**config.mk**
```make
export PLATFORM = sky130hd
export DESIGN_NAME = tone_scheduler_flat
export DESIGN_NICKNAME = d
export VERILOG_FILES = /design/src/rtl/tone_scheduler_if.sv /design/src/rtl/tone_scheduler.sv /design/src/flat_wrapper.sv
export SDC_FILE = /design/constraint.sdc
export NUM_CORES = 1
export LEC_CHECK = 0
export CAP_MARGIN = 20
export CORE_ASPECT_RATIO = 1.75
export CORE_MARGIN = 2
export CORE_UTILIZATION = 55
export CTS_BUF_LIST = sky130_fd_sc_hd__clkbuf_4 sky130_fd_sc_hd__clkbuf_8
export CTS_CLUSTER_DIAMETER = 150
export DETAILED_ROUTE_END_ITERATION = 10
export PLACE_DENSITY = 0.77
export SETUP_SLACK_MARGIN = 0.5
export SYNTH_ARGS = -nofsm -noshare
export SYNTH_HDL_FRONTEND = slang
export SYNTH_SLANG_ARGS = --single-unit
```
**constraint.sdc**
```tcl
create_clock -name clk -period 6.69 [get_ports clk]
set_input_delay 1.0035 -clock clk [delete_from_list [all_inputs] [get_ports clk]]
set_output_delay 1.0035 -clock clk [all_outputs]
set_load 0.02 [all_outputs]
```
**src/rtl/tone_scheduler_if.sv**
```systemverilog
// Key/control inputs and tone-generator outputs of tone_scheduler.
interface tone_scheduler_if;
  logic [12:0] keys;
  logic        play;
  logic        stop;
  logic [15:0] divider;
  logic        tone_en;
  logic [3:0]  note;
  logic        playing;

  modport master (output keys, play, stop, input divider, tone_en, note, playing);
  modport slave  (input keys, play, stop, output divider, tone_en, note, playing);
endinterface

```
**src/rtl/tone_scheduler.sv**
```systemverilog
// Arbitrates 13 debounced keys and an optional melody player onto one tone generator.
// The melody player (ROM, step counter, PLAY/GAP) exists only when TONE_SCHED_MELODY_EN is defined.
module tone_scheduler #(
  parameter int CLK_HZ     = 25000000,
  parameter int TICK_DIV   = 250000,
  parameter int STEP_TICKS = 25
) (
  input  logic            clk,
  input  logic            reset,
  tone_scheduler_if.slave bus
);
  localparam int         NUM_KEYS = 13;
  localparam int         CNT_W    = $clog2(TICK_DIV);
  localparam logic [3:0] REST     = 4'd15;

  function automatic int note_hz(input int n);
    case (n)
      0: return 440;  1: return 466;  2: return 493;  3: return 523;
      4: return 554;  5: return 587;  6: return 622;  7: return 659;
      8: return 698;  9: return 739; 10: return 783; 11: return 830;
      default: return 880;
    endcase
  endfunction

  logic [15:0] div_tab [16];
  for (genvar g = 0; g < 16; g++) begin : g_div
    if (g < NUM_KEYS) begin : g_note
      localparam int DIV = CLK_HZ / (2 * note_hz(g));
      assign div_tab[g] = 16'(DIV);
    end else begin : g_rest
      assign div_tab[g] = '0;
    end
  end

  logic [CNT_W-1:0] cnt_q, cnt_d;
  logic             tick, restart;
  assign tick = (cnt_q == CNT_W'(TICK_DIV - 1));

  logic [NUM_KEYS-1:0] sync1_q, sync1_d, sync2_q, sync2_d;
  logic [NUM_KEYS-1:0] samp_q, samp_d, deb_q, deb_d;

  always_comb begin
    sync1_d = bus.keys;
    sync2_d = sync1_q;
    cnt_d   = (tick || restart) ? '0 : cnt_q + CNT_W'(1);
    samp_d  = tick ? sync2_q : samp_q;
    // a bit only moves when two consecutive tick samples agree
    deb_d   = tick ? ((sync2_q & samp_q) | (deb_q & (sync2_q ^ samp_q))) : deb_q;
  end

  logic       any_key;
  logic [3:0] win;
  assign any_key = |deb_q;
  always_comb begin
    win = REST;
    for (int i = 0; i < NUM_KEYS; i++) if (deb_q[i]) win = 4'(i);
  end

`ifdef TONE_SCHED_MELODY_EN
  typedef enum logic [1:0] {IDLE, KEY, PLAY, GAP} state_e;
  localparam int         TC_W = $clog2(STEP_TICKS);
  localparam logic [3:0] ROM [16] = '{4'd0, 4'd2, 4'd4, 4'd5, 4'd7, 4'd9, 4'd11, 4'd12,
                                       4'd12, 4'd11, 4'd9, 4'd7, 4'd5, 4'd4, 4'd2, 4'd0};
  logic [3:0]      step_q, step_d;
  logic [TC_W-1:0] tcnt_q, tcnt_d;
`else
  typedef enum logic {IDLE, KEY} state_e;
  logic unused_ctrl;
  assign unused_ctrl = bus.play ^ bus.stop;
`endif

  state_e state_q, state_d;

  always_comb begin
    state_d = state_q;
    restart = 1'b0;
`ifdef TONE_SCHED_MELODY_EN
    step_d  = step_q;
    tcnt_d  = tcnt_q;
`endif
    case (state_q)
      IDLE: begin
        if (any_key) state_d = KEY;
`ifdef TONE_SCHED_MELODY_EN
        else if (bus.play) begin
          // melody steps are timed from the play pulse, so the tick phase restarts here
          state_d = PLAY;
          step_d  = '0;
          tcnt_d  = '0;
          restart = 1'b1;
        end
`endif
      end
      KEY: if (!any_key) state_d = IDLE;
`ifdef TONE_SCHED_MELODY_EN
      PLAY, GAP: begin
        if (any_key || bus.stop) begin
          state_d = any_key ? KEY : IDLE;
          step_d  = '0;
          tcnt_d  = '0;
        end else if (tick) begin
          if (state_q == PLAY) begin
            if (tcnt_q == TC_W'(STEP_TICKS - 2)) begin
              state_d = GAP;
              tcnt_d  = '0;
            end else begin
              tcnt_d = tcnt_q + TC_W'(1);
            end
          end else if (step_q == 4'd15) begin
            state_d = IDLE;
            step_d  = '0;
          end else begin
            state_d = PLAY;
            step_d  = step_q + 4'd1;
          end
        end
      end
`endif
      default: state_d = IDLE;
    endcase
  end

  logic [15:0] divider_q, divider_d;
  logic        tone_en_q, tone_en_d, playing_q, playing_d;
  logic [3:0]  note_q, note_d;

  // outputs come from the next state so they land on the same edge as the transition
  always_comb begin
    note_d    = REST;
    playing_d = 1'b0;
    case (state_d)
      KEY: note_d = win;
`ifdef TONE_SCHED_MELODY_EN
      PLAY: begin
        note_d    = ROM[step_d];
        playing_d = 1'b1;
      end
      GAP: playing_d = 1'b1;
`endif
      default: ;
    endcase
    tone_en_d = (note_d < 4'(NUM_KEYS));
    divider_d = tone_en_d ? div_tab[note_d] : '0;
  end

  always_ff @(posedge clk) begin
    if (reset) begin
      cnt_q     <= '0;
      sync1_q   <= '0;
      sync2_q   <= '0;
      samp_q    <= '0;
      deb_q     <= '0;
      state_q   <= IDLE;
      divider_q <= '0;
      tone_en_q <= 1'b0;
      note_q    <= REST;
      playing_q <= 1'b0;
`ifdef TONE_SCHED_MELODY_EN
      step_q    <= '0;
      tcnt_q    <= '0;
`endif
    end else begin
      cnt_q     <= cnt_d;
      sync1_q   <= sync1_d;
      sync2_q   <= sync2_d;
      samp_q    <= samp_d;
      deb_q     <= deb_d;
      state_q   <= state_d;
      divider_q <= divider_d;
      tone_en_q <= tone_en_d;
      note_q    <= note_d;
      playing_q <= playing_d;
`ifdef TONE_SCHED_MELODY_EN
      step_q    <= step_d;
      tcnt_q    <= tcnt_d;
`endif
    end
  end

  assign bus.divider = divider_q;
  assign bus.tone_en = tone_en_q;
  assign bus.note    = note_q;
  assign bus.playing = playing_q;
endmodule

```
**src/flat_wrapper.sv**
```systemverilog
// flat-port wrapper written by rule: the top's interface ports become plain ports
module tone_scheduler_flat 
#(
  parameter int CLK_HZ     = 25000000,
  parameter int TICK_DIV   = 250000,
  parameter int STEP_TICKS = 25
)
  (clk, reset, bus_keys, bus_play, bus_stop, bus_divider, bus_tone_en, bus_note, bus_playing);
  tone_scheduler_if bus_i ();
  input  logic clk;
  input  logic reset;
  input wire logic [$bits(bus_i.keys)-1:0] bus_keys;
  input wire logic [$bits(bus_i.play)-1:0] bus_play;
  input wire logic [$bits(bus_i.stop)-1:0] bus_stop;
  output wire logic [$bits(bus_i.divider)-1:0] bus_divider;
  output wire logic [$bits(bus_i.tone_en)-1:0] bus_tone_en;
  output wire logic [$bits(bus_i.note)-1:0] bus_note;
  output wire logic [$bits(bus_i.playing)-1:0] bus_playing;
  assign bus_i.keys = bus_keys;
  assign bus_i.play = bus_play;
  assign bus_i.stop = bus_stop;
  assign bus_divider = bus_i.divider;
  assign bus_tone_en = bus_i.tone_en;
  assign bus_note = bus_i.note;
  assign bus_playing = bus_i.playing;
  tone_scheduler #(.CLK_HZ(CLK_HZ), .TICK_DIV(TICK_DIV), .STEP_TICKS(STEP_TICKS)) u_core (.clk(clk), .reset(reset), .bus(bus_i));
endmodule
```
After elaboration in Yosys (flattened, before gate mapping)
Memories as Yosys holds them, arrays and structs flattened. A register that Yosys moved wholly into a read port is not among the register bits.
Index checks and enable logic that the tools add are counted.
W data, S select, Z words.

cells by class
  add/subtract/negate cells = 1
  equal/unequal tests = 1
  bitwise logic cells = 6
  order comparisons = 1
  reductions and logical operators = 3
  multiplexer cells = 15

operators with widths
  operator                 number
  $mux W4                  14
  $and A13 B13 Y13         2
  $add A18 B1 Y18 const B  1
  $eq A18 B18 Y1 const B   1
  $or A13 B13 Y13          1
  $reduce_or A13 Y1        1
  $xor A13 B13 Y13         1
  $not A4 Y5               1
  $lt A4 B4 Y1 const B     1
  $reduce_or A2 Y1         2
  $mux W1                  1
  $not A1 Y1               1

storage, ports and cells
  logic and storage cells = 35
  bits in registers = 75
  memories = 1
  output and inout port bits = 22
  bits of input ports = 17
  ROM bits = 256

memory list
  name              depth  bits a word  rd ports  clocked after memory_dff  write ports  line                   RTL
  (name not given)  16     16           1         1                         0            tone_scheduler.sv:143  divider_d = tone_en_d ? div_tab[note_d] : '0;

Longest topological paths before layout
  depth after elaboration = 17
  gate-level depth with buffers = 11
  depth with buffers taken out = 11

Least setup slack after synthesis
No wires, ideal clock.

  path type = register to register
  start point = register u_core.deb_q[10]
  end point = register u_core.divider_q[12], in the netlist u_core.bus.divider[12]
  setup slack = 4.577 ns
  arrival = 1.988 ns
  required time = 6.565 ns
  clock period less this slack = 2.113 ns
  library setup time = 0.125 ns
  buffers on the path = 1
  stages on the path, launching flop included = 12
  cell sequence = dfxtp_1 > nor2_1 > o21a_1 > a311oi_2 > inv_2 > buf_2 > ha_1 > inv_1 > a21o_1 > inv_2 > nand2_1 > o22ai_1

between the ends
  cells in the longest elaborated chain, start to end = 7
  elaborated cells between the ends (all ways) = 10

ends and longest elaborated chain
  what                        line                   RTL
  start, declared             tone_scheduler.sv:40   logic [NUM_KEYS-1:0] samp_q, samp_d, deb_q, deb_d;
  start signal, assigned      tone_scheduler.sv:152  deb_q <= '0;
  start signal, assigned      tone_scheduler.sv:167  deb_q <= deb_d;
  $mux W4 (3 in series)       tone_scheduler.sv:56   for (int i = 0; i < NUM_KEYS; i++) if (deb_q[i]) win = 4'(i);
  $mux W4 (*)                 tone_scheduler.sv:131  case (state_d)
  $lt A4 B4 Y1                tone_scheduler.sv:142  tone_en_d = (note_d < 4'(NUM_KEYS));
  $not A1 Y1 (no line)        n/a
  $reduce_or A2 Y1 (no line)  n/a
  end, declared               tone_scheduler.sv:123  logic [15:0] divider_q, divider_d;

Every way passes the cells marked *; elsewhere a longest branch is shown, timed or not.
A chain may end at the register's enable or synchronous reset.

Final worst setup path
  start point = register u_core.cnt_q[0]
  end point = register u_core.cnt_q[10]

between the ends
  cells in the longest elaborated chain, start to end = 2
  elaborated cells between the ends (all ways) = 3

ends and longest elaborated chain
  what                                                     line                   RTL
  start, declared                                          tone_scheduler.sv:35   logic [CNT_W-1:0] cnt_q, cnt_d;
  start signal, assigned                                   tone_scheduler.sv:163  cnt_q <= cnt_d;
  branches (longest 2 deep; another with $add A18 B1 Y18)  n/a

Parallel ways; which one is timed is not known.

==> impl_metrics.ini <==
[run_status]
status = finished clean

[pwr]
power.density_nw_per_um2 = 220
leakage_nw = 1.60
vdd_drop_max_uv = 148
power_mw = 0.940

[logic_synthesis]
ys_types = 54
synthesis.area_um2 = 3730
synth_edf_count = 0
yosys.area_share.xor_xnor_pct = 3.75
yosys_warnings = 0
synth-simple-area-share_pct = 22.3
synth-compound-area-share_pct = 14.8
synth_top_cell_by_area = dfxtp_1
synth_fa_ha_area_share_pct = 6.37
yosys-top-cells-area = dfxtp_1 (48%), ha_1 (6.4%), a21oi_1 (5.2%)
synth_common_cells = dfxtp_1 (90), nand2_1 (52), a21oi_1 (39)
ys_seq_area_share_pct = 48.3
ys_seq_elements = 90
synth_top_area_share_pct = 48.3
synth.area.mux_share_pct = 0.536
yosysMostFrequentCell = dfxtp_1
synth_cells = 407
synth_top_family_by_area = simple AND/OR/NAND/NOR gates
syn_area_per_cell_um2 = 9.17
synthFlopType = dfxtp_1
synthArstFlopShare_pct = 0

[drt]
dr.pass1.iters = 4
wl_mm = 7.20
vias_per_cell = 5.56
dr_total_vias = 2872
drc = 0
wire_per_inst_um = 13.9
drt-initial-drc-count = 175
drtAntennaViolNets = 0

[critical_path]
crit_arrival_ns = 3.21
critical_path_class = reg -> reg
cp.required_ns = 6.90
reg2reg_depth = 6
r2r_start = u_core.cnt_q[0]$_SDFF_PP0_
cp_max_fo = 27
worstSetupEndpointType = flip-flop
reg2reg_slack_ns = 3.69
critPathLaunchType = flip-flop
reg2reg_to = u_core.cnt_q[10]$_SDFF_PP0_

[placement]
gp_congestion = 0.926
dp_hpwl_mm = 5.15
dpl_cell_area_um2 = 4070
post-place-ws_ns = 3.65
port_buffers = 34
dp.cells = 502

[final_layout]
fin_cells = 517
regArea_um2 = 1800
nFillCells = 562
n_antenna_cell = 0
drive_gt1_share_pct = 6.67
area_delta_synth_final_pct = 14.2
fin_area_um2 = 4260
multi_input_area_um2 = 1790
final_nets = 467
fin_util_pct = 65.2

[flow_run]
maxCapViolCount = 0

[global_route]
first_global_vias = 2840
grt_max_degree = 65
met2_usage_pct = 37.8
grt.total_usage_pct = 20.6
grt_pass1_wl_mm = 12.0
antenna_found_initial = 0
top_usage_layer = met2
grt_overflow = 0
grt.met3_usage_pct = 4.67
gr-usage-met1_pct = 19.7

[die]
pin_count = 39
core_area_um2 = 6540
dieArea_um2 = 7490
rows = 39
start_util_pct = 57.1
die_h_um = 113
die_x_um = 66.3

[sta]
worst_pin_slew_ns = 1.00
grt_setup_unrepaired = false
timing.hold.ws_ns = 0.434
max_freq_mhz = 334
drv_slew = 0
clock_skew_ns = 0.00677
fin_ws_ns = 3.69
setup_viol = 0
relSlewSlack_pct = 33.1
hold_viol = 0
finalSetupTns_ns = 0
finalCritPeriodShare_pct = 44.8
fin_crit_ns = 3.00

[clock_network]
cts_buffers = 9
post_cts_buffers = 0
cts_sinks = 90
postCtsResizedCells = 0
clk_pin_slew_ns = 0.08
insertion_delay_ns = 0.35
htreeDepth = 3
clockBufferDepth = 2
root_buffer = clkbuf_8
postCtsHoldBufs = 0
cts_tree = built

[hold_path]
min_from = u_core.sync1_q[10]$_SDFF_PP0_
min_to = u_core.sync2_q[10]$_SDFF_PP0_
hold_depth = 1
hold_path_class = reg -> reg
[power by group]
part	switching [mW]	total [mW]	internal, mW
Clock	0.173	0.367	0.194
Sequential	0.00368	0.548	0.544
Combinational	0.0122	0.0256	0.0134
[layout by cell type, fill, tap and decap left out, drive strengths merged, types with 3 or more instances in the layout]
cell           synthesis  routed
and3                   3       3
clkdlybuf4s50          0      33
nor2                  29      29
nor2b                 29      29
nand4                  5       5
o22ai                  4       4
nand3                 11      11
or4                    4       4
o21ai                 23      23
nor4b                  3       3
ha                    19      19
nor4                   5       5
a21oi                 40      40
xor2                  11      11
xnor2                  5       5
nand2b                 4       4
inv                    8       8
nor3                   5       5
a31oi                  4       4
clkbuf                13      13
nand2                 52      52
dfxtp                 90      90
[sequential cells by signal, indices dropped and copies added (netlist names)]
register / flops
u_core.cnt_q: 18
u_core.bus.divider: 15
u_core.deb_q: 13
u_core.samp_q: 13
u_core.sync1_q: 13
u_core.sync2_q: 13
u_core.bus.note: 4
u_core.bus.tone_en: 1
[logic make-up (layout without fill, tap and decap cells)]
kind of cell | after synthesis | after routing
simple gates | 157 | 157
xor+xnor | 16 | 16
compound gates | 91 | 91
flops | 90 | 90
buf+inv | 31 | 58
mux | 2 | 2
other cells | 1 | 2
fa+ha+maj | 19 | 19
[final cells by class]
cell class	instances	share of cell area, %
Sequential cell	90	42.3
Tap cell	82	2.41
Multi-Input combinational cell	287	42.0
Clock inverter	2	0.880
Timing Repair Buffer	35	8.04
Inverter	8	0.704
Clock buffer	13	3.76
[critical path, stage by stage (launching register included)]
cell and delay [ns]:
dfxtp_1 0.37, ha_1 0.21, nand3_1 0.17, nor4_1 0.37
nand3_1 0.76, nand2b_1 0.86, nor2_1 0.13
[metal layers]
layer,share of wire (%),vias up
met2,55,80
met4,4.3,0
met5,0,-
met3,3.3,26
met1,37,1317
li1,-,1449
[worst max-delay path by stage]
| stage | startpoint | to | slack (ns) | depth (start not counted) |
|---|---|---|---|---|
| floorplan | u_core.deb_q[10]$_SDFFE_PP0P_ | u_core.bus.divider[12]$_SDFF_PP0_ | 4.58 | 11 |
| global placement | u_core.cnt_q[0]$_SDFF_PP0_ | u_core.cnt_q[16]$_SDFF_PP0_ | 3.74 | 6 |
| detailed placement | u_core.cnt_q[0]$_SDFF_PP0_ | u_core.cnt_q[10]$_SDFF_PP0_ | 3.65 | 6 |
| CTS | u_core.cnt_q[0]$_SDFF_PP0_ | u_core.cnt_q[10]$_SDFF_PP0_ | 3.62 | 6 |
| global route | u_core.cnt_q[0]$_SDFF_PP0_ | u_core.cnt_q[12]$_SDFF_PP0_ | 3.41 | 6 |
| finish | u_core.cnt_q[0]$_SDFF_PP0_ | u_core.cnt_q[10]$_SDFF_PP0_ | 3.69 | 6 |
No activity file was read; power rests on OpenSTA's default activity.
